===== src/rtl/pyramid_half_scheduler.sv =====
// Steps the image halving engine through every octave level. It launches one pass
// at a time, tracks which levels hold valid data, and watches each pass with a watchdog.
module pyramid_half_scheduler #(
  parameter int NUM_OCTAVES    = 3,
  parameter int OLD_WIDTH      = 64,
  parameter int OLD_HEIGHT     = 64,
  parameter int TIMEOUT_CYCLES = 4*OLD_WIDTH*OLD_HEIGHT+64,
  localparam int LW = (NUM_OCTAVES > 1) ? $clog2(NUM_OCTAVES) : 1,
  localparam int TW = $clog2(TIMEOUT_CYCLES+1)
) (
  input  logic                   clk_in,
  input  logic                   rst_in,
  input  logic                   start_in,
  input  logic                   abort_in,
  input  logic                   pass_enable_in,
  input  logic                   half_done_in,
  output logic                   half_start_out,
  output logic [LW-1:0]          src_level_out,
  output logic [LW-1:0]          dst_level_out,
  output logic [NUM_OCTAVES-1:0] level_valid_out,
  output logic                   busy_out,
  output logic                   done_out,
  output logic                   timeout_out
);

  typedef enum logic [2:0] {
    S_IDLE,
    S_ARM,
    S_WAIT,
    S_DRAIN,
    S_FINISH
  } state_t;

  localparam logic [LW-1:0]          LAST_LEVEL  = LW'(NUM_OCTAVES-1);
  localparam logic [LW-1:0]          FIRST_DST   = LW'(1);
  localparam logic [TW-1:0]          WD_LAST     = TW'(TIMEOUT_CYCLES-1);
  localparam logic [TW-1:0]          WD_MAX      = TW'(TIMEOUT_CYCLES);
  localparam logic [NUM_OCTAVES-1:0] LEVEL0_ONLY = NUM_OCTAVES'(1);

  state_t                   state;
  logic [TW-1:0]            watchdog;
  logic [TW-1:0]            watchdog_next;
  logic                     wd_expired;
  logic [NUM_OCTAVES-1:0]   dst_mask;

  // One-hot mask of the destination level, built by compare so odd level counts index safely
  always_comb begin
    dst_mask = '0;
    for (int i = 0; i < NUM_OCTAVES; i++) begin
      if (dst_level_out == LW'(i)) dst_mask[i] = 1'b1;
    end
  end

  always_comb begin
    watchdog_next = (watchdog == WD_MAX) ? watchdog : watchdog + 1'b1;
    wd_expired    = (watchdog == WD_LAST);
  end

  always_ff @(posedge clk_in or negedge rst_in) begin
    if (!rst_in) begin
      state           <= S_IDLE;
      watchdog        <= '0;
      half_start_out  <= 1'b0;
      src_level_out   <= '0;
      dst_level_out   <= '0;
      level_valid_out <= '0;
      busy_out        <= 1'b0;
      done_out        <= 1'b0;
      timeout_out     <= 1'b0;
    end else begin
      half_start_out <= 1'b0;
      done_out       <= 1'b0;
      timeout_out    <= 1'b0;

      case (state)
        S_IDLE: begin
          if (start_in) begin
            level_valid_out <= LEVEL0_ONLY;
            src_level_out   <= '0;
            dst_level_out   <= FIRST_DST;
            busy_out        <= 1'b1;
            state           <= (NUM_OCTAVES == 1) ? S_FINISH : S_ARM;
          end
        end

        S_ARM: begin
          if (abort_in) begin
            busy_out <= 1'b0;
            state    <= S_IDLE;
          end else if (pass_enable_in) begin
            half_start_out <= 1'b1;
            watchdog       <= '0;
            state          <= S_WAIT;
          end
        end

        // A finished pass always counts, even if abort or the watchdog fire in the same cycle
        S_WAIT: begin
          watchdog <= watchdog_next;
          if (half_done_in) begin
            level_valid_out <= level_valid_out | dst_mask;
            if (abort_in) begin
              busy_out <= 1'b0;
              state    <= S_IDLE;
            end else if (dst_level_out == LAST_LEVEL) begin
              state <= S_FINISH;
            end else begin
              src_level_out <= src_level_out + 1'b1;
              dst_level_out <= dst_level_out + 1'b1;
              state         <= S_ARM;
            end
          end else if (wd_expired) begin
            timeout_out <= 1'b1;
            busy_out    <= 1'b0;
            state       <= S_IDLE;
          end else if (abort_in) begin
            state <= S_DRAIN;
          end
        end

        S_DRAIN: begin
          watchdog <= watchdog_next;
          if (half_done_in) begin
            busy_out <= 1'b0;
            state    <= S_IDLE;
          end else if (wd_expired) begin
            timeout_out <= 1'b1;
            busy_out    <= 1'b0;
            state       <= S_IDLE;
          end
        end

        S_FINISH: begin
          done_out <= 1'b1;
          busy_out <= 1'b0;
          state    <= S_IDLE;
        end

        default: begin
          busy_out <= 1'b0;
          state    <= S_IDLE;
        end
      endcase
    end
  end

endmodule


===== config.mk =====
export PLATFORM = sky130hd
export DESIGN_NAME = pyramid_half_scheduler
export DESIGN_NICKNAME = d
export VERILOG_FILES = /design/src/rtl/pyramid_half_scheduler.sv
export SDC_FILE = /design/constraint.sdc
export NUM_CORES = 1
export LEC_CHECK = 0
export CAP_MARGIN = 20
export CORE_MARGIN = 2
export CORE_UTILIZATION = 49
export DETAILED_ROUTE_END_ITERATION = 8
export PLACE_DENSITY = 0.85
export SLEW_MARGIN = 20
export SYNTH_ARGS = -nofsm -noshare
export SYNTH_HDL_FRONTEND = slang
export SYNTH_SLANG_ARGS = --single-unit

===== constraint.sdc =====
create_clock -name clk_in -period 1.95 [get_ports clk_in]
set_input_delay 0.39 -clock clk_in [delete_from_list [all_inputs] [get_ports clk_in]]
set_output_delay 0.39 -clock clk_in [all_outputs]
set_load 0.03 [all_outputs]

==> flow_metrics.tcl <==
set metrics [dict create \
    layout-drive-gt1-share_pct 17.9 \
    vias 1304 \
    power.density_nw_per_um2 1070 \
    cp-end-kind "register" \
    cp.arrival_ps 2210 \
    violations "negative setup slack" \
    critPathKind "register to register" \
    core_um2 3000 \
    grt_pass1_wl_mm 5.78 \
    synth_top_flop_cell "dfrtp_1" \
    setup.worst_path.start "watchdog[13]" \
    p_leak_nw 0.893 \
    initial_core_util_pct 50.5 \
    final_util_pct 64.0 \
    clock_skew_ps 15.0 \
    cts_hold_buffers 0 \
    firstDrtPassIters 4 \
    nFillCells 249 \
    synth_cell_type_count 42 \
    dieArea_um2 3560 \
    hp-class "input port to async pin" \
    dpl.hpwl_mm 2.41 \
    async_reset_ff_share_pct 100 \
    hold_ws_ps 439 \
    power_mw 2.05 \
    numCtsBuffers 5 \
    fin_crit_sh_pct 103 \
    setup_viol 2 \
    netlist_top_cells_count "29 x dfrtp_1, 21 x nor2_1, 11 x nand2_1" \
    path_cells "or4b_4, or4_4, and3_4, a211o_1" \
    yosysTopAreaCellShare_pct 47.9 \
    synth_area_um2 1520 \
    multi_input_area_um2 748 \
    totalWireLength_mm 3.31 \
    yosys-top-cells-area "dfrtp_1 48%, nor2_1 5.2%, ha_1 4.1%" \
    synthCells 161 \
    clock_sinks 29 \
    clock_path_buffers 2 \
    ys_warn_count 0 \
    rsz0062_at_grt "yes" \
    synth-edff-count 0 \
    avgSynthCellArea_um2 9.42 \
    grt_pass1_vias 1320 \
    slowest_stage "or4b_4" \
    viasPerCell 5.69 \
    seqCellArea_um2 726 \
    cap_viol_max_count 0 \
    ctsHtreeMaxLevel 2 \
    hold_violations 0 \
    cp_data_required_time_ps 2150 \
    io_pins 17 \
    antenna_found_initial 0 \
    ir_worst_vdd_v 0.000588 \
    gr-total-overflow 0 \
    yosysMostFrequentCell "dfrtp_1" \
    track_usage_pct 21.8 \
    setup_ws_ps -63.9 \
    syn2layout_area_growth_pct 26.7 \
    path_delay_family "simple AND/OR/NAND/NOR gates" \
    r2r_end "busy_out" \
    rows 20 \
    drv_slew 0 \
    syn_nets 172 \
    max_stage_delay_ps 550 \
    cp_max_fo 3 \
    place_area_um2 1800 \
    status "complete, but fails checks" \
    ys_ff_latch 29 \
    tightestPinTransition_ps 486 \
    die_y_um 59.6 \
    cts.reportedPaths.clkPinSlew_ps 100 \
    die_w_um 59.6 \
    startpoint_type "register" \
    gp_congestion 0.857 \
    nNetsFinal 206 \
    diodes 0 \
    clock_latency_ps 320 \
    path_buf_inv 0 \
    critical_path_depth 4 \
    post-place-ws_ps -55.9 \
    io_buffers 16 \
    wl_per_cell_um 14.4 \
    synth.yosys.seq_area_share_pct 47.9 \
    grt_start_max_net_pins 30 \
    slew_headroom_pct 67.2 \
    placed_cells 217 \
    cts_root_buf "clkbuf_4" \
    yosys.area.top_type "dfrtp_1" \
    drtIter0Drc 73 \
    min_period_ps 2010 \
    clock.fmax_mhz 497 \
    reg2reg_depth 4 \
    setup-tns-final_ps -115 \
    drc 0 \
    reg2reg_from "watchdog[13]" \
    crit_end "busy_out" \
    stdcell_area_um2 1920 \
    cts_tree "yes" \
    reg2reg_setup_slack_ps -60 \
    drtAntennaViolNets 0 \
    fin_cells 229 \
]
==> layout make-up <==
cell class / instances / area share [%]
multi-input combinational: 118 / 38.9
sequential: 29 / 37.8
timing repair buffer: 34 / 15.4
clock buffer: 7 / 2.86
tap: 33 / 2.15
clock inverter: 1 / 1.56
inverter: 7 / 1.37
==> routing by layer <==
| metal | vias to the layer above | global-route usage, % | share of wire, % |
|---|---|---|---|
| met3 | 5 | 6.33 | 3.4 |
| li1 | 632 | - | - |
| met4 | 0 | 7.30 | 1.1 |
| met5 | - | 0 | 0 |
| met2 | 26 | 38.0 | 52 |
| met1 | 641 | 25.6 | 43 |
==> cells by family after synthesis <==
kind of cell             count (synthesis)  synth area share [%]
AO/OA/AOI/OAI                           28                  11.7
XOR/XNOR                                 8                  4.62
adder cells (fa/ha/maj)                  5                  4.13
buffers and inverters                   14                  3.47
flip-flops                              29                  47.9
multiplexers                             2                  1.40
AND/OR/NAND/NOR                         75                  26.8
==> state kept, by name, summed over array words and instances (netlist names) <==
signal	count
state	3
watchdog	15
level_valid_out	3
half_start_out	1
busy_out	1
dst_level_out	2
timeout_out	1
src_level_out	2
done_out	1
==> power by group <==
| part | switching [mW] | internal, mW |
|---|---|---|
| Sequential | 0.118 | 0.703 |
| Combinational | 0.391 | 0.326 |
| Clock | 0.207 | 0.306 |
==> timing repair <==
item	CTS	global route
setup endpoints to repair	3	3
pin swaps	2	0
buffers inserted	3	1
gates resized for setup	2	0
==> worst min path at each step <==
| stage | endpoint | slack, ps | cells past startpoint |
|---|---|---|---|
| after global placement | level_valid_out[0] | 440 | 1 |
| after detailed placement | level_valid_out[0] | 450 | 1 |
| after global routing | dst_level_out[1] | 460 | 2 |
| after CTS | level_valid_out[1] | 450 | 2 |
| after floorplan | busy_out | 90 | 0 |
| final | level_valid_out[0] | 440 | 2 |
==> worst register-to-register path, delay by kind of cell, from the launching register on <==
family / cells / cell delay, ps
and+or+nand+nor: 3 / 1260
AOI/OAI and AO/OA: 1 / 250
DFF: 1 / 390
==> layout by cell type, fill, tap and decap left out, types with 2 or more instances in the layout <==
cell and n:
a21oi_1 6, a31oi_1 2, and2_1 2, and3_1 2, buf_4 18, clkbuf_4 5
clkdlybuf4s50_1 16, dfrtp_1 29, ha_1 5, inv_1 7, nand2_1 11, nand2b_1 3
nand3_1 7, nand3b_1 2, nand4_1 4, nor2_1 21, nor2b_1 3, nor3_1 5
o21ai_0 9, o31ai_1 3, or3_1 2, or4_4 2, xnor2_1 2, xor2_1 6
No activity file was read; power rests on OpenSTA's default activity.
